**src/rtl/ddr_init_pkg.sv**
```systemverilog
// Shared types and constants for the DDR3 power-up initialisation sequencer.
package ddr_init_pkg;

    // Sequencer states, in the order the DRAM walks through them.
    typedef enum logic [3:0] {
        IDLE,
        RST_HOLD,
        CKE_WAIT,
        XPR_WAIT,
        MRS2,
        MRS3,
        MRS1,
        MRS0,
        MOD_WAIT,
        ZQCL,
        DONE
    } init_state_e;

    // Command encodings as {cs_n, ras_n, cas_n, we_n}.
    localparam logic [3:0] CMD_NOP   = 4'b0111;
    localparam logic [3:0] CMD_MRS   = 4'b0000;
    localparam logic [3:0] CMD_ZQCL  = 4'b0110;
    // Chip deselected: used while the DRAM is held in reset or CKE is low.
    localparam logic [3:0] CMD_DESEL = 4'b1111;

    // Address bit that selects the long ZQ calibration.
    localparam int ZQCL_A10 = 10;

    // A programmed delay of zero still occupies one cycle.
    function automatic int unsigned eff_dly(input int unsigned t);
        return (t == 0) ? 1 : t;
    endfunction

endpackage

```
**src/rtl/ddr_init_seq_if.sv**
```systemverilog
// Start/done handshake plus the DFI command/control bundle owned by the sequencer.
interface ddr_init_seq_if #(
    parameter int ADDR_W = 14,
    parameter int BANK_W = 3
);
    logic              ddr_init_start;
    logic              ddr_init_done;
    logic              dfi_reset_n;
    logic              dfi_cke;
    logic              dfi_cs_n;
    logic              dfi_ras_n;
    logic              dfi_cas_n;
    logic              dfi_we_n;
    logic [BANK_W-1:0] dfi_bank;
    logic [ADDR_W-1:0] dfi_address;
    logic              dfi_odt;

    // Sequencer side: drives the DRAM, answers the controller.
    modport master (
        input  ddr_init_start,
        output ddr_init_done, dfi_reset_n, dfi_cke,
        output dfi_cs_n, dfi_ras_n, dfi_cas_n, dfi_we_n,
        output dfi_bank, dfi_address, dfi_odt
    );

    // Controller/PHY side: requests the sequence, observes the DFI bundle.
    modport slave (
        output ddr_init_start,
        input  ddr_init_done, dfi_reset_n, dfi_cke,
        input  dfi_cs_n, dfi_ras_n, dfi_cas_n, dfi_we_n,
        input  dfi_bank, dfi_address, dfi_odt
    );
endinterface

```
**src/rtl/init_delay_cnt.sv**
```systemverilog
// Down-counter for state dwell times: load N-1, count to zero, hold at zero.
module init_delay_cnt #(
    parameter int CNT_W = 20
) (
    input  logic             core_clk,
    input  logic             core_rst,
    input  logic             load,
    input  logic [CNT_W-1:0] load_val,
    output logic             zero
);
    logic [CNT_W-1:0] cnt_q;

    // Load on state entry, otherwise decrement and saturate at zero.
    always_ff @(posedge core_clk) begin
        // NOTE: non-blocking assignments here so every register samples pre-edge values.
        if (core_rst)
            cnt_q <= '0;
        else if (load)
            cnt_q <= load_val;
        else if (cnt_q != '0)
            cnt_q <= cnt_q - CNT_W'(1);
    end

    assign zero = (cnt_q == '0);
endmodule

```
**src/rtl/ddr_init_seq.sv**
```systemverilog
// DDR3 power-up sequencer: reset, CKE, MRS2/3/1/0, ZQCL, then done.
module ddr_init_seq
    import ddr_init_pkg::*;
#(
    parameter int              ADDR_W   = 14,
    parameter int              BANK_W   = 3,
    parameter int              CNT_W    = 20,
    parameter int unsigned     T_RESET  = 50000,
    parameter int unsigned     T_CKE    = 125000,
    parameter int unsigned     T_XPR    = 64,
    parameter int unsigned     T_MRD    = 4,
    parameter int unsigned     T_MOD    = 12,
    parameter int unsigned     T_ZQINIT = 512,
    parameter logic [ADDR_W-1:0] MR0    = '0,
    parameter logic [ADDR_W-1:0] MR1    = '0,
    parameter logic [ADDR_W-1:0] MR2    = '0,
    parameter logic [ADDR_W-1:0] MR3    = '0
) (
    input  logic          core_clk,
    input  logic          core_rst,
    ddr_init_seq_if.master bus
);
    init_state_e       state_q, state_d;
    logic              cnt_zero;
    logic              entering;
    logic [CNT_W-1:0]  load_val;
    logic              reset_n_d, cke_d, done_d;
    logic [3:0]        cmd_d;
    logic [BANK_W-1:0] bank_d;
    logic [ADDR_W-1:0] addr_d;

    // With a one-cycle MOD window, ZQCL follows MRS0 directly.
    localparam bit SKIP_MOD = (eff_dly(T_MOD) == 1);

    init_delay_cnt #(.CNT_W(CNT_W)) u_cnt (
        .core_clk (core_clk),
        .core_rst (core_rst),
        .load     (entering),
        .load_val (load_val),
        .zero     (cnt_zero)
    );

    // State register.
    always_ff @(posedge core_clk) begin
        if (core_rst)
            state_q <= IDLE;
        else
            state_q <= state_d;
    end

    // Next state, dwell load value and next-cycle output levels.
    always_comb begin
        // NOTE: every output gets a default first so no path leaves a latch behind.
        state_d   = state_q;
        load_val  = '0;
        if (state_q != IDLE && !bus.ddr_init_start) begin
            state_d = IDLE;
        end else begin
            case (state_q)
                IDLE:     if (bus.ddr_init_start) state_d = RST_HOLD;
                RST_HOLD: if (cnt_zero) state_d = CKE_WAIT;
                CKE_WAIT: if (cnt_zero) state_d = XPR_WAIT;
                XPR_WAIT: if (cnt_zero) state_d = MRS2;
                MRS2:     if (cnt_zero) state_d = MRS3;
                MRS3:     if (cnt_zero) state_d = MRS1;
                MRS1:     if (cnt_zero) state_d = MRS0;
                MRS0:     if (cnt_zero) state_d = SKIP_MOD ? ZQCL : MOD_WAIT;
                MOD_WAIT: if (cnt_zero) state_d = ZQCL;
                ZQCL:     if (cnt_zero) state_d = DONE;
                DONE:     state_d = DONE;
                default:  state_d = IDLE;
            endcase
        end

        entering = (state_d != state_q);

        case (state_d)
            RST_HOLD:           load_val = CNT_W'(eff_dly(T_RESET) - 1);
            CKE_WAIT:           load_val = CNT_W'(eff_dly(T_CKE) - 1);
            XPR_WAIT:           load_val = CNT_W'(eff_dly(T_XPR) - 1);
            MRS2, MRS3, MRS1:   load_val = CNT_W'(eff_dly(T_MRD) - 1);
            MOD_WAIT:           load_val = CNT_W'(eff_dly(T_MOD) - 2);
            ZQCL:               load_val = CNT_W'(eff_dly(T_ZQINIT) - 1);
            default:            load_val = '0;
        endcase

        reset_n_d = !(state_d inside {IDLE, RST_HOLD});
        cke_d     = !(state_d inside {IDLE, RST_HOLD, CKE_WAIT});
        done_d    = (state_d == DONE);
        cmd_d     = cke_d ? CMD_NOP : CMD_DESEL;
        bank_d    = '0;
        addr_d    = '0;
        // Commands occupy only the first cycle of their state.
        if (entering) begin
            case (state_d)
                MRS2: begin cmd_d = CMD_MRS; bank_d = BANK_W'(2); addr_d = MR2; end
                MRS3: begin cmd_d = CMD_MRS; bank_d = BANK_W'(3); addr_d = MR3; end
                MRS1: begin cmd_d = CMD_MRS; bank_d = BANK_W'(1); addr_d = MR1; end
                MRS0: begin cmd_d = CMD_MRS; bank_d = BANK_W'(0); addr_d = MR0; end
                ZQCL: begin cmd_d = CMD_ZQCL; addr_d[ZQCL_A10] = 1'b1; end
                default: ;
            endcase
        end
    end

    // Registered DFI outputs and done flag.
    always_ff @(posedge core_clk) begin
        if (core_rst) begin
            bus.ddr_init_done <= 1'b0;
            bus.dfi_reset_n   <= 1'b0;
            bus.dfi_cke       <= 1'b0;
            {bus.dfi_cs_n, bus.dfi_ras_n, bus.dfi_cas_n, bus.dfi_we_n} <= CMD_DESEL;
            bus.dfi_bank      <= '0;
            bus.dfi_address   <= '0;
            bus.dfi_odt       <= 1'b0;
        end else begin
            bus.ddr_init_done <= done_d;
            bus.dfi_reset_n   <= reset_n_d;
            bus.dfi_cke       <= cke_d;
            {bus.dfi_cs_n, bus.dfi_ras_n, bus.dfi_cas_n, bus.dfi_we_n} <= cmd_d;
            bus.dfi_bank      <= bank_d;
            bus.dfi_address   <= addr_d;
            bus.dfi_odt       <= 1'b0;
        end
    end
endmodule
```
**src/flat_wrapper.sv**
```systemverilog
// flat-port wrapper written by rule: the top's interface ports become plain ports
module ddr_init_seq_flat import ddr_init_pkg::*;
#(
    parameter int              ADDR_W   = 14,
    parameter int              BANK_W   = 3,
    parameter int              CNT_W    = 20,
    parameter int unsigned     T_RESET  = 50000,
    parameter int unsigned     T_CKE    = 125000,
    parameter int unsigned     T_XPR    = 64,
    parameter int unsigned     T_MRD    = 4,
    parameter int unsigned     T_MOD    = 12,
    parameter int unsigned     T_ZQINIT = 512,
    parameter logic [ADDR_W-1:0] MR0    = '0,
    parameter logic [ADDR_W-1:0] MR1    = '0,
    parameter logic [ADDR_W-1:0] MR2    = '0,
    parameter logic [ADDR_W-1:0] MR3    = '0
)
  (core_clk, core_rst, bus_ddr_init_start, bus_ddr_init_done, bus_dfi_reset_n, bus_dfi_cke, bus_dfi_cs_n, bus_dfi_ras_n, bus_dfi_cas_n, bus_dfi_we_n, bus_dfi_bank, bus_dfi_address, bus_dfi_odt);
  ddr_init_seq_if #(.ADDR_W(ADDR_W), .BANK_W(BANK_W)) bus_i ();
  input  logic core_clk;
  input  logic core_rst;
  input wire logic [$bits(bus_i.ddr_init_start)-1:0] bus_ddr_init_start;
  output wire logic [$bits(bus_i.ddr_init_done)-1:0] bus_ddr_init_done;
  output wire logic [$bits(bus_i.dfi_reset_n)-1:0] bus_dfi_reset_n;
  output wire logic [$bits(bus_i.dfi_cke)-1:0] bus_dfi_cke;
  output wire logic [$bits(bus_i.dfi_cs_n)-1:0] bus_dfi_cs_n;
  output wire logic [$bits(bus_i.dfi_ras_n)-1:0] bus_dfi_ras_n;
  output wire logic [$bits(bus_i.dfi_cas_n)-1:0] bus_dfi_cas_n;
  output wire logic [$bits(bus_i.dfi_we_n)-1:0] bus_dfi_we_n;
  output wire logic [$bits(bus_i.dfi_bank)-1:0] bus_dfi_bank;
  output wire logic [$bits(bus_i.dfi_address)-1:0] bus_dfi_address;
  output wire logic [$bits(bus_i.dfi_odt)-1:0] bus_dfi_odt;
  assign bus_i.ddr_init_start = bus_ddr_init_start;
  assign bus_ddr_init_done = bus_i.ddr_init_done;
  assign bus_dfi_reset_n = bus_i.dfi_reset_n;
  assign bus_dfi_cke = bus_i.dfi_cke;
  assign bus_dfi_cs_n = bus_i.dfi_cs_n;
  assign bus_dfi_ras_n = bus_i.dfi_ras_n;
  assign bus_dfi_cas_n = bus_i.dfi_cas_n;
  assign bus_dfi_we_n = bus_i.dfi_we_n;
  assign bus_dfi_bank = bus_i.dfi_bank;
  assign bus_dfi_address = bus_i.dfi_address;
  assign bus_dfi_odt = bus_i.dfi_odt;
  ddr_init_seq #(.ADDR_W(ADDR_W), .BANK_W(BANK_W), .CNT_W(CNT_W), .T_RESET(T_RESET), .T_CKE(T_CKE), .T_XPR(T_XPR), .T_MRD(T_MRD), .T_MOD(T_MOD), .T_ZQINIT(T_ZQINIT), .MR0(MR0), .MR1(MR1), .MR2(MR2), .MR3(MR3)) u_core (.core_clk(core_clk), .core_rst(core_rst), .bus(bus_i));
endmodule
```
**config.mk**
```make
export PLATFORM = sky130hd
export DESIGN_NAME = ddr_init_seq_flat
export DESIGN_NICKNAME = d
export VERILOG_FILES = /design/src/rtl/ddr_init_pkg.sv /design/src/rtl/ddr_init_seq_if.sv /design/src/rtl/init_delay_cnt.sv /design/src/rtl/ddr_init_seq.sv /design/src/flat_wrapper.sv
export SDC_FILE = /design/constraint.sdc
export NUM_CORES = 1
export LEC_CHECK = 0
export BUFFER_PORTS_ARGS = -buffer_cell sky130_fd_sc_hd__clkbuf_2
export CAP_MARGIN = 20
export CORE_ASPECT_RATIO = 2
export CORE_MARGIN = 2
export CORE_UTILIZATION = 54
export DETAILED_ROUTE_END_ITERATION = 6
export GPL_TIMING_DRIVEN = 1
export PLACE_DENSITY = 0.73
export SYNTH_ARGS = -nofsm -noshare
export SYNTH_HDL_FRONTEND = slang
export SYNTH_SLANG_ARGS = --single-unit
```
**constraint.sdc**
```tcl
create_clock -name core_clk -period 8.98 [get_ports core_clk]
set_input_delay 1.796 -clock core_clk [delete_from_list [all_inputs] [get_ports core_clk]]
set_output_delay 1.796 -clock core_clk [all_outputs]
set_load 0.005 [all_outputs]
```
---- Word-level counts from Yosys, hierarchy flattened ----
Memories as Yosys holds them, arrays and structs flattened.
Index checks and enable logic that the tools add are counted.
word-level totals
  register bits ........................... 48
  bits in read-only memories .............. 240
  input port bits ......................... 3
  output and inout port bits .............. 25
  word-level logic and storage cells ...... 67
  memories kept ........................... 1
memories
  name             depth  width  rd ports  clocked after Yosys merged registers in  wr ports  line                source
  (no name shown)  16     15     1         0                                        0         ddr_init_seq.sv:77  case (state_d)
operators by class
  add/subtract/negate cells ............... 1
  eq/ne operators ......................... 19
  muxes and demuxes ....................... 19
  bitwise operators ....................... 1
  reductions and logical operators ........ 14
operator list
  operator                                                               number
  4-bit 2-to-1 mux                                                       13
  4-bit one-hot mux with 11 select lines                                 1
  20-bit 2-to-1 mux                                                      2
  4-bit by 3-bit equality test with 1-bit output, second input constant  8
  4-bit equality test, second input constant                             5
  20-bit zero test                                                       1
  20-bit nonzero test                                                    1
  20-bit by 1-bit subtractor with 20-bit output, second input constant   1
  4-bit by 2-bit equality test with 1-bit output, second input constant  3
  4-bit by 1-bit equality test with 1-bit output, second input constant  2
  4-bit zero test                                                        2
  4-bit one-hot mux with 2 select lines                                  1
  2-bit one-hot mux with 3 select lines                                  1
  4-bit != test                                                          1
  2-bit nonzero test                                                     2
  4-bit nonzero test                                                     1
  4-bit OR reduction                                                     1
  1-bit zero test                                                        3
  3-bit nonzero test                                                     1
  2-bit OR reduction                                                     1
  1-bit logical AND                                                      1
  1-bit 2-to-1 mux                                                       1
  1-bit NOT                                                              1

---- Longest topological paths before layout ----
  depth in word-level cells ............... 9
  mapped depth ............................ 14
  gate-level depth less buffers ........... 13

---- Modules after synthesis ----
A second synthesis with hierarchy kept.
second synthesis, totals
  cell total of the unflattened synthesis .. 236
  area, all modules ....................... 1994.4 um2
by module, submodules not included
  module          times used  cells each  area each (um2)  sequential area each (um2)
  init_delay_cnt  1           122         1081.0           400.4
  ddr_init_seq    1           114         913.4            260.2

---- Worst setup path before layout ----
OpenSTA, ideal clock, no wires.
  path kind ............................... input port to flip-flop
  start ................................... in bus_ddr_init_start
  end ..................................... reg u_core.u_cnt.cnt_q[0]
  arrival time ............................ 3220 ps
  required time ........................... 8906 ps
  path slack .............................. 5686 ps
  stages .................................. 9
  cells stage by stage .................... inv_1 -> a21oi_1 -> o211ai_1 -> inv_1 -> ha_1 -> or3_1 -> nor4_1 -> a211oi_2 -> a31oi_1
between the ends
  cells in the longest elaborated chain, start to end .. 5
  elaborated cells on any way between the ends .. 9
  those cells by class .................... eq/ne: 1; mux: 4; reduce/logical: 3; memory: 1
ends and longest elaborated chain
  element                                                                             line                                    source
  start: declaration                                                                  flat_wrapper.sv:22                      input wire logic [$bits(bus_i.ddr_init_start)-1:0] bus_ddr_init_start;
  4-bit 2-to-1 mux / 1-bit zero test (equally long branches)                          ddr_init_seq.sv:60, ddr_init_seq.sv:56
  4-bit one-hot mux with 11 select lines / 1-bit logical AND (equally long branches)  ddr_init_seq.sv:59, ddr_init_seq.sv:56
  4-bit 2-to-1 mux (*)                                                                ddr_init_seq.sv:56                      if (state_q != IDLE && !bus.ddr_init_start) begin
  via u_core.state_d[1]                                                               ddr_init_seq.sv:23                      init_state_e state_q, state_d;
  memory 16 x 15 bit / 4-bit != test (equally long branches)                          --
  20-bit 2-to-1 mux / 2-bit nonzero test (equally long branches)                      --
  end signal: assignment                                                              init_delay_cnt.sv:19                    cnt_q <= load_val;
  end signal: assignment                                                              init_delay_cnt.sv:21                    cnt_q <= cnt_q - CNT_W'(1);
  end: declaration                                                                    init_delay_cnt.sv:11                    logic [CNT_W-1:0] cnt_q;
Mark *: on every way through the listed nets, which the timed path passes. The rest lies on a longest branch.
A chain may end at the register's enable or synchronous reset.

---- Worst setup path in the final report ----
  start ................................... reg u_core.u_cnt.cnt_q[0]
  end ..................................... reg u_core.bus.dfi_we_n
between the ends
  cells in the longest elaborated chain, start to end .. 8
  elaborated cells on any way between the ends .. 21
  those cells by class .................... eq/ne: 6; mux: 13; reduce/logical: 2
ends and longest elaborated chain
  element                                         line                   source
  20-bit zero test (*)                            init_delay_cnt.sv:24   assign zero = (cnt_q == '0);
  4-bit 2-to-1 mux (tied with other cells)        ddr_init_seq.sv:69     ZQCL: if (cnt_zero) state_d = DONE;
  4-bit one-hot mux with 11 select lines (*)      ddr_init_seq.sv:59     case (state_q)
  4-bit 2-to-1 mux (*)                            ddr_init_seq.sv:56
  4-bit by 3-bit equality test with 1-bit output  ddr_init_seq.sv:95     case (state_d)
  4-bit OR reduction (no source line)             --
  4-bit one-hot mux with 2 select lines           ddr_init_seq.sv:95
  4-bit 2-to-1 mux (*)                            ddr_init_seq.sv:94     if (entering) begin
  end signal: assignment                          ddr_init_seq.sv:120    {bus.dfi_cs_n, bus.dfi_ras_n, bus.dfi_cas_n, bus.dfi_we_n} <= cmd_d;
  end: declaration                                ddr_init_seq_if.sv:22  output dfi_cs_n, dfi_ras_n, dfi_cas_n, dfi_we_n,
Every way passes the cells marked *; elsewhere a longest branch is shown, timed or not.

==> results.sh <==
export IMPL_outcome="complete, no violations"
export IMPL_cp_required_ps=9220
export IMPL_syn_avg_cell_area_um2=8.639
export IMPL_grt_max_degree=25
export IMPL_path_delay_family="simple AND/OR/NAND/NOR gates"
export IMPL_switchingPower_uw=151.7
export IMPL_rsz0062_at_grt="false"
export IMPL_cpMaxStageDelayCell="nor3b_1"
export IMPL_path_buf_inv=1
export IMPL_ir_drop_mv=0.1049
export IMPL_synth_distinct_cells=62
export IMPL_intPower_uw=252.5
export IMPL_crit_chain="inv_1 -> ha_1 -> nor3b_1 -> nand2_2 -> o31ai_1 -> o211ai_1 -> ha_1 -> or3_1 -> nor2_1 -> nor2_1 -> o21ai_0 -> a211o_1"
export IMPL_drt_initial_drc_count=47
export IMPL_seq_area_frac_synth_pct=30.34
export IMPL_hold_path_class="flop to flop"
export IMPL_nNetsFinal=265
export IMPL_postRouteWirelength_um=5360
export IMPL_clk_latency_ps=300
export IMPL_grt_pass1_wl_um=8763
export IMPL_finalWorstSetupSlack_ps=5595
export IMPL_setup_tns_ps=0
export IMPL_htree_levels=2
export IMPL_period_share_pct=37.69
export IMPL_arrival_ps=3630
export IMPL_power_frac_seq_pct=42.2
export IMPL_synth_cells=252
export IMPL_fmax_mhz=295.4
export IMPL_synth_xor_area_share_pct=6.034
export IMPL_drive_gt1_share_pct=16.67
export IMPL_min_from="u_core.u_cnt.cnt_q[18]"
export IMPL_layout_common_cells="dfxtp_1 (33), nand2_1 (17), conb_1 (15)"
export IMPL_initial_utilization_pct=56.64
export IMPL_holdPathEnd="u_core.u_cnt.cnt_q[18]"
export IMPL_maxSlewHeadroom_pct=57.15
export IMPL_tightest_slew_ps=641.3
export IMPL_timing_rr_end="u_core.bus.dfi_we_n"
export IMPL_synth_fa_ha_area_share_pct=2.874
export IMPL_cap_violations=0
export IMPL_final_min_clock_period_ps=3385
export IMPL_cts_sinks=33
export IMPL_synthSimpleGateAreaFrac_pct=26.90
export IMPL_gp_congestion=0.9202
export IMPL_cts_tree="built"
export IMPL_synthTopCellsByArea="dfxtp_1 (30%), buf_4 (5.9%), xnor2_1 (4.4%), a21oi_1 (3.0%), nand2_1 (2.9%)"
export IMPL_grt_overflow=0
export IMPL_core_rowCount=32
export IMPL_synth_edf_count=0
export IMPL_leakage_nw=0.8394
export IMPL_worstReg2RegStart="u_core.u_cnt.cnt_q[0]"
export IMPL_critPathMaxFanout=12
export IMPL_netlist_area_mm2=0.002177
export IMPL_ys_warn_count=0
export IMPL_hold_viol=0
export IMPL_final_common_cell="dfxtp_1"
export IMPL_finalSetupViolCount=0
export IMPL_synth_compound_area_share_pct=21.90
export IMPL_rr_worst_depth=12
export IMPL_die_h_um=93.80
export IMPL_holdPathStages=2
export IMPL_port_buffers=12
export IMPL_vias=1914
export IMPL_hpwl_um=3989
export IMPL_synth_mux_area_share_pct=0
export IMPL_synth_top_family_by_area="simple AND/OR/NAND/NOR gates"
export IMPL_fin_skew_ps=6.949
export IMPL_crit_path_start_kind="flop"
export IMPL_async_reset_ff_share_pct=0
export IMPL_first_pass_iters=4
export IMPL_ff2ff_setup_slack_ps=5600
export IMPL_yosysTopAreaCellShare_pct=30.34
export IMPL_post_cts_resized=0
export IMPL_yosysTopAreaCell="dfxtp_1"
export IMPL_slowest_delay_ps=570
export IMPL_slew_violations=0
export IMPL_power_frac_comb_pct=29.9
export IMPL_ys_seq_elements=33
export IMPL_cts_max_path_buffers=2
export IMPL_core_area_mm2=0.003844
export IMPL_vias_per_cell=6.194
export IMPL_grt_antenna_before_repair=0
export IMPL_cts_made_buffers=5
export IMPL_synth_flop_cell="dfxtp_1"
export IMPL_ant_nets=0
export IMPL_die_w_um=48.90
export IMPL_post_place_ws_ps=5325
export IMPL_path_clk_slew_ps=70
export IMPL_end_kind="flop"
export IMPL_pin_count=28
export IMPL_p_per_area_mw_per_mm2=180.8
export IMPL_ctsHoldBuffers=0
export IMPL_root_buffer="clkbuf_8"
export IMPL_fp_dieArea_mm2=0.004586
export IMPL_grt_pass1_vias=1869
export IMPL_antennaDiodeCount=0
export IMPL_critical_path_class="flop to flop"
export IMPL_clock_power_share_pct=27.9
export IMPL_cts_setup_buffers=0
export IMPL_grtUsageTotal_pct=25.39
export IMPL_p_sw_share_pct=37.52
export IMPL_fin_util_pct=58.17
export IMPL_drc=0
export IMPL_wire_per_inst_um=17.35
export IMPL_area_growth_pct=2.701
flip-flops by register name, summed over array words and instances (netlist names):
register                  count
u_core.bus.ddr_init_done      1
u_core.bus.dfi_bank           2
u_core.bus.dfi_cke            1
u_core.bus.dfi_we_n           1
u_core.bus.dfi_cs_n           1
u_core.state_q                4
u_core.bus.dfi_reset_n        1
u_core.bus.dfi_cas_n          1
u_core.bus.dfi_address        1
u_core.u_cnt.cnt_q           20
synthesized netlist by cell type, drive strengths merged (2+ instances only):
library cell and instances:
a211oi 7, inv 13, nor4b 2, o22ai 2, buf 25, xnor2 11, or2 2, and2 3
nand2b 2, a31o 3, and3 2, o211ai 2, nand2 20, a311o 2, nor2 10, nand3 11
clkbuf 4, or3 4, xor2 4, ha 5, a21oi 13, or4 2, o31ai 5, nor3 11
a31oi 7, o21ai 7, nand4 7, nand4b 2, a211o 2, dfxtp 33, nor4 12
logic make-up after synthesis:
family	count (synthesis)
DFF	33
and+or+nand+nor	95
buffers and inverters	42
adders and majority gates	5
xor gates and xnor gates	15
other	1
AOI/OAI and AO/OA	61
worst min-delay path, delay by kind of cell, from the launching register on:
family | cells | cell delay [ps]
flip-flops | 1 | 330
AO/OA/AOI/OAI | 2 | 140
through the flow:
stage          hold WS [ps]  std cells  power (mW)  cell area [um^2]
2_1_floorplan         479.3        266      0.2774              2230
3_3_place_gp          496.8        301      0.2909              2153
3_5_place_dp          502.1        301      0.2920              2153
4_1_cts               512.7        309      0.4027              2236
5_1_grt               534.7        309      0.4225              2236
6_report              508.5        309      0.4042              2236
worst max-delay path by stage:
stage,to,startpoint,slack (ps),depth (start not counted)
final,u_core.bus.dfi_we_n,u_core.u_cnt.cnt_q[0],5600,12
after CTS,u_core.u_cnt.cnt_q[1],bus_ddr_init_start,5620,10
after floorplan,u_core.u_cnt.cnt_q[0],bus_ddr_init_start,5690,9
after global placement,u_core.u_cnt.cnt_q[1],bus_ddr_init_start,5400,10
after global routing,u_core.u_cnt.cnt_q[0],u_core.u_cnt.cnt_q[0],5390,12
after detailed placement,u_core.u_cnt.cnt_q[1],bus_ddr_init_start,5320,10
final cells by class:
type	count	area [um^2]
Sequential cell	33	660.6
Clock inverter	2	10.01
Fill cell	379	1608
Inverter	13	48.80
Tap cell	51	63.81
Multi-Input combinational cell	191	1313
Timing Repair Buffer	13	67.56
Clock buffer	6	72.57
per-layer routing:
layer | GRT usage [%] | up-vias | part of all wire, %
met1 | 23.52 | 908 | 34
met5 | 0 | - | 0
met4 | 18.10 | 0 | 5.6
met2 | 48.52 | 70 | 56
met3 | 4.140 | 26 | 3.9
li1 | - | 910 | -
power groups by stage:
stage	clock, mW	sequential [mW]	combinational, mW
after CTS	0.113	0.170	0.119
after global placement	0	0.173	0.118
final	0.113	0.170	0.121
after floorplan	0	0.170	0.107
after global routing	0.118	0.172	0.132
after detailed placement	0	0.174	0.119
Note: power is estimated with default switching activity, not from simulation.
